## config.mk

```make
export PLATFORM = sky130hd
export DESIGN_NAME = clk_enable_bank
export DESIGN_NICKNAME = d
export VERILOG_FILES = /design/src/rtl/clk_enable_bank.sv
export SDC_FILE = /design/constraint.sdc
export NUM_CORES = 1
export LEC_CHECK = 0
export CORE_ASPECT_RATIO = 0.9
export CORE_MARGIN = 2
export CORE_UTILIZATION = 35
export DETAILED_ROUTE_END_ITERATION = 8
export PLACE_DENSITY_LB_ADDON = 0.12
export RECOVER_POWER = 25
export SLEW_MARGIN = 25
export SYNTH_ARGS = -nofsm -noshare
export SYNTH_HDL_FRONTEND = slang
export SYNTH_SLANG_ARGS = --single-unit
```

## constraint.sdc

```tcl
create_clock -name clk -period 14.6 [get_ports clk]
set_clock_uncertainty 0.05 [all_clocks]
set_input_delay 2.92 -clock clk [delete_from_list [all_inputs] [get_ports clk]]
set_output_delay 2.92 -clock clk [all_outputs]
set_load 0.02 [all_outputs]
```

## src/rtl/clk_enable_bank.sv

```systemverilog
// Bank of runtime-programmable clock-enable channels: per-channel strobe, square and busy,
// with a valid/ready period/mode load that takes effect only at a period boundary.

module clk_enable_lane #(
    parameter int WIDTH        = 16,
    parameter int RESET_PERIOD = 50
) (
    input  logic           clk,
    input  logic           rst_n,
    input  logic           en,
    input  logic           resync,
    input  logic           accept,
    input  logic [WIDTH:0] load_bits,
    output logic           pending,
    output logic           strobe,
    output logic           square,
    output logic           busy
);
    typedef struct packed {
        logic [WIDTH-1:0] period;
        logic             oneshot;
    } load_t;

    load_t            ld, shadow;
    logic [WIDTH-1:0] cnt, period, period_m1, p_nx, cnt_nx, high_len;
    logic             oneshot, os_nx, expired, exp_nx;
    logic             halted, wrap, xfer, stb_nx, sq_run, busy_nx;

    assign ld        = load_t'(load_bits);
    assign period_m1 = period - WIDTH'(1);
    assign halted    = ~en | (period == '0);
    // period_m1 only matters when period != 0, so no underflow reaches the compare
    assign wrap      = ~resync & ~halted & ~expired & (cnt == period_m1);
    assign xfer      = pending & (resync | halted | expired | wrap);
    assign p_nx      = xfer ? shadow.period  : period;
    assign os_nx     = xfer ? shadow.oneshot : oneshot;
    assign high_len  = p_nx - (p_nx >> 1);

    always_comb begin
        cnt_nx = '0;
        exp_nx = expired;
        stb_nx = 1'b0;
        sq_run = 1'b0;
        if (resync) begin
            exp_nx = 1'b0;
            sq_run = 1'b1;
        end else if (halted) begin
            exp_nx = 1'b0;
        end else if (expired) begin
            exp_nx = ~xfer;
        end else if (wrap) begin
            stb_nx = 1'b1;
            exp_nx = oneshot & ~xfer;
            sq_run = 1'b1;
        end else begin
            cnt_nx = cnt + WIDTH'(1);
            sq_run = 1'b1;
        end
        busy_nx = en & (p_nx != '0) & ~exp_nx;
    end

    always_ff @(posedge clk) begin
        if (!rst_n) begin
            cnt     <= '0;
            period  <= WIDTH'(RESET_PERIOD);
            oneshot <= 1'b0;
            expired <= 1'b0;
            shadow  <= '0;
            pending <= 1'b0;
            strobe  <= 1'b0;
            square  <= 1'b0;
            busy    <= 1'b0;
        end else begin
            cnt     <= cnt_nx;
            period  <= p_nx;
            oneshot <= os_nx;
            expired <= exp_nx;
            pending <= (pending & ~xfer) | accept;
            if (accept) shadow <= ld;
            strobe  <= stb_nx;
            square  <= sq_run & busy_nx & (cnt_nx < high_len);
            busy    <= busy_nx;
        end
    end
endmodule

module clk_enable_bank #(
    parameter int  CHANNELS     = 4,
    parameter int  WIDTH        = 16,
    parameter int  RESET_PERIOD = 50,
    localparam int CH_W         = (CHANNELS > 1) ? $clog2(CHANNELS) : 1
) (
    input  logic                clk,
    input  logic                rst_n,
    input  logic [CHANNELS-1:0] ch_en,
    input  logic                resync,
    input  logic                load_valid,
    output logic                load_ready,
    input  logic [CH_W-1:0]     load_ch,
    input  logic [WIDTH-1:0]    load_period,
    input  logic                load_oneshot,
    output logic [CHANNELS-1:0] strobe,
    output logic [CHANNELS-1:0] square,
    output logic [CHANNELS-1:0] busy
);
    typedef struct packed {
        logic [WIDTH-1:0] period;
        logic             oneshot;
    } load_t;

    load_t               load_req;
    logic [CHANNELS-1:0] pending;

    assign load_req = '{period: load_period, oneshot: load_oneshot};

    // Out-of-range channel numbers are always ready and land nowhere
    always_comb begin
        load_ready = 1'b1;
        for (int i = 0; i < CHANNELS; i++)
            if (load_ch == CH_W'(i)) load_ready = ~pending[i];
    end

    for (genvar i = 0; i < CHANNELS; i++) begin : g_lane
        clk_enable_lane #(
            .WIDTH        (WIDTH),
            .RESET_PERIOD (RESET_PERIOD)
        ) u_lane (
            .clk       (clk),
            .rst_n     (rst_n),
            .en        (ch_en[i]),
            .resync    (resync),
            .accept    (load_valid & load_ready & (load_ch == CH_W'(i))),
            .load_bits (load_req),
            .pending   (pending[i]),
            .strobe    (strobe[i]),
            .square    (square[i]),
            .busy      (busy[i])
        );
    end
endmodule

```

==> metrics.yaml <==
routing:
  route.detailed.drc: 0
  wirelength_um: 43700
  vias: 12981
  drt_first_iter_violations: 814
  firstDrtPassIters: 5
  wire_per_inst_um: 17.3
  post_drt_via_cell_ratio: 5.14
  antenna_left: 0
worst_setup_path:
  slowest_delay_ns: 1.03
  endpoint_kind: "flip-flop"
  crit_chain: "dlygate4sd3_1 -> clkbuf_1 -> nor2_1 -> o21ai_0 -> nand2_4 -> mux2i_1 -> inv_1 -> ha_1 -> fa_1 -> inv_1 -> a21oi_1 -> o21a_1 -> a21oi_1 -> mux2i_2 -> a2bb2oi_2 -> o311a_1 -> o41ai_2 -> xor2_1 -> ha_1 -> nand4_1 -> nor2_1 -> a221oi_1 -> nand3_1 -> a31oi_1"
  critPathMaxFanout: 25
  crit_slowest_cell: "o21ai_0"
  required_ns: 15.03
  critPathKind: "input port to flip-flop"
  arrival_ns: 10.58
  cp-start-kind: "input port"
sta:
  slew_viol_final: 39
  min_period_ns: 10.14
  max_freq_ghz: 0.0986
  rsz0062_at_grt: "false"
  max_slew.worst_pin.slew_ns: 2.73
  hold_viol_final: 0
  finalCritPeriodShare: 0.695
  setup_viol: 0
  tns_ns: 0
  setup_ws_ns: 4.46
  maxSlewHeadroom: -0.842
run_status:
  run_status: "finished, violations left"
  violations: "max-capacitance violations, max-slew violations"
layout:
  areaGrowthSynthToFinish_pct: 10.5
  layout_commonest_cell: "dfxtp_1"
  multiInputGateArea_um2: 10700
  fin_nets: 2081
  layout-drive-gt1-share: 0.0405
  layout_common_cells: "220 x dfxtp_1, 213 x nand2_1, 143 x ha_1"
  register_area_um2: 4400
  fillCellCount: 4680
  utilization: 0.393
clock_network:
  cts_buffers: 26
  clkLatencyLatePin_ns: 0.57
  root_buffer: "clkbuf_16"
  cts_hold_buf: 0
  cts_resized: 0
  cts_sinks: 220
  path_clk_slew_ns: 0.06
  post-cts-setup-buffers: 0
  h-tree-depth: 1
  clockBufferDepth: 3
  cts_tree: "yes"
die:
  rows: 73
  io_pins: 40
  core_area_um2: 44400
  die_area_um2: 46800
  die-width_um: 228
  die_h_um: 205
  start_util: 0.356
synthesis:
  syn_nets: 2095
  synth_ff_type: "dfxtp_1"
  netlist_area_um2: 15800
  ys_async_sr_fraction: 0
  synth-seq-cells: 220
  synthTopCellsByArea: "dfxtp_1 28%, ha_1 11%, xnor2_1 6.9%"
  yosysTopAreaCell: "dfxtp_1"
  yosysWarnings: 0
  synth_edf_count: 0
  netlist_instances: 1921
  synth_cell_types: 86
  synth_top_area_frac: 0.279
  seq_area_frac_synth: 0.279
  avgSynthCellArea_um2: 8.22
place:
  dp_slack_ns: 5.44
  numPortBuffers: 39
  gp_congestion: 0.866
  dp.final_hpwl_um: 33400
global_routing:
  grt_max_degree: 86
  antenna_found_initial: 2
  grt_use_total: 0.185
  grt_first_pass_wirelength_um: 69500
  grt-ovfl-total: 0
  grt_pass1_vias: 12489
min_path:
  hold_path.class: "flip-flop to flip-flop"
pwr:
  ir_drop_uv: 80.3
  power_density_nw_per_um2: 83.1
  power_leakage_nw: 7.30
  total_power_mw: 1.45
run:
  maxCapViolCount: 2
==> final timing paths <==
| kind | start | endpoint | slack [ns] | cells after the start |
|---|---|---|---|---|
| max reg2reg | g_lane[1].u_lane.period[0] | g_lane[1].u_lane.square | 4.59 | 28 |
| max | resync | g_lane[1].u_lane.square | 4.46 | 24 |
| min reg2reg | g_lane[2].u_lane.shadow[1] | g_lane[2].u_lane.shadow[1] | 0.41 | 2 |
| min | g_lane[2].u_lane.shadow[1] | g_lane[2].u_lane.shadow[1] | 0.41 | 2 |
==> routing by layer <==
layer,GRT usage,part of all wire
met2,0.289,0.42
met4,0.0427,0.020
met5,0,0.00037
met1,0.268,0.52
met3,0.0243,0.038
==> area by class of cell <==
class,instances,share of cell area
Tap cell,600,0.0430
Inverter,89,0.0191
Clock buffer,36,0.0412
Multi-Input combinational cell,1524,0.611
Sequential cell,220,0.252
Clock inverter,11,0.00810
Timing Repair Buffer,46,0.0250
Antenna cell,1,0.000143
==> registers in the layout, indices dropped and copies added (netlist names) <==
| signal | count |
|---|---|
| g_lane.u_lane.cnt | 64 |
| g_lane.u_lane.pending | 4 |
| g_lane.u_lane.oneshot | 4 |
| g_lane.u_lane.period | 64 |
| g_lane.u_lane.square | 4 |
| g_lane.u_lane.busy | 4 |
| g_lane.u_lane.shadow | 68 |
| g_lane.u_lane.strobe | 4 |
| g_lane.u_lane.expired | 4 |
==> through the flow <==
step	hold WS, ns	cells	cell area (µm²)
final	0.412	2527	17400
after global routing	0.443	2526	17400
after CTS	0.417	2526	17500
after detailed placement	0.408	2479	16600
after global placement	0.408	2479	16600
after floorplan	0.393	1921	15800
==> cell usage after synthesis, drive strengths merged, types with 10 or more instances <==
library cell and n:
dfxtp 220, nand2 214, ha 143, nor2 142, xnor2 124, inv 89
a21oi 87, mux2i 82, nor2b 82, and2 73, xor2 71, a21boi 69
clkbuf 64, o21ai 56, nand3 55, nor3 37, nand2b 26, and3 25
nand4 25, buf 24, nor4 19, a21o 14, nor3b 11, o21bai 11
or3 10
==> power breakdown <==
part	internal, mW	switching (mW)	total, mW
Clock	0.396	0.274	0.669
Sequential	0.611	0.0110	0.622
Combinational	0.0651	0.0945	0.160
==> critical path: cells and delay by family <==
| family | cells | cell delay (ns) |
|---|---|---|
| adder cells (fa/ha/maj) | 3 | 0.89 |
| multiplexers | 2 | 0.69 |
| AND/OR/NAND/NOR | 5 | 1.24 |
| AO/OA/AOI/OAI | 9 | 3.10 |
| XOR/XNOR | 1 | 0.19 |
| buffers and inverters | 4 | 1.53 |
==> kinds of logic after synthesis <==
logic type      Yosys count  synth area share
buf+inv                 177            0.0457
simple gates            761             0.247
fa+ha+maj               149             0.120
compound gates          329             0.143
xor+xnor                195             0.108
mux                      90            0.0582
flops                   220             0.279
Note: power is estimated with default switching activity, not from simulation.
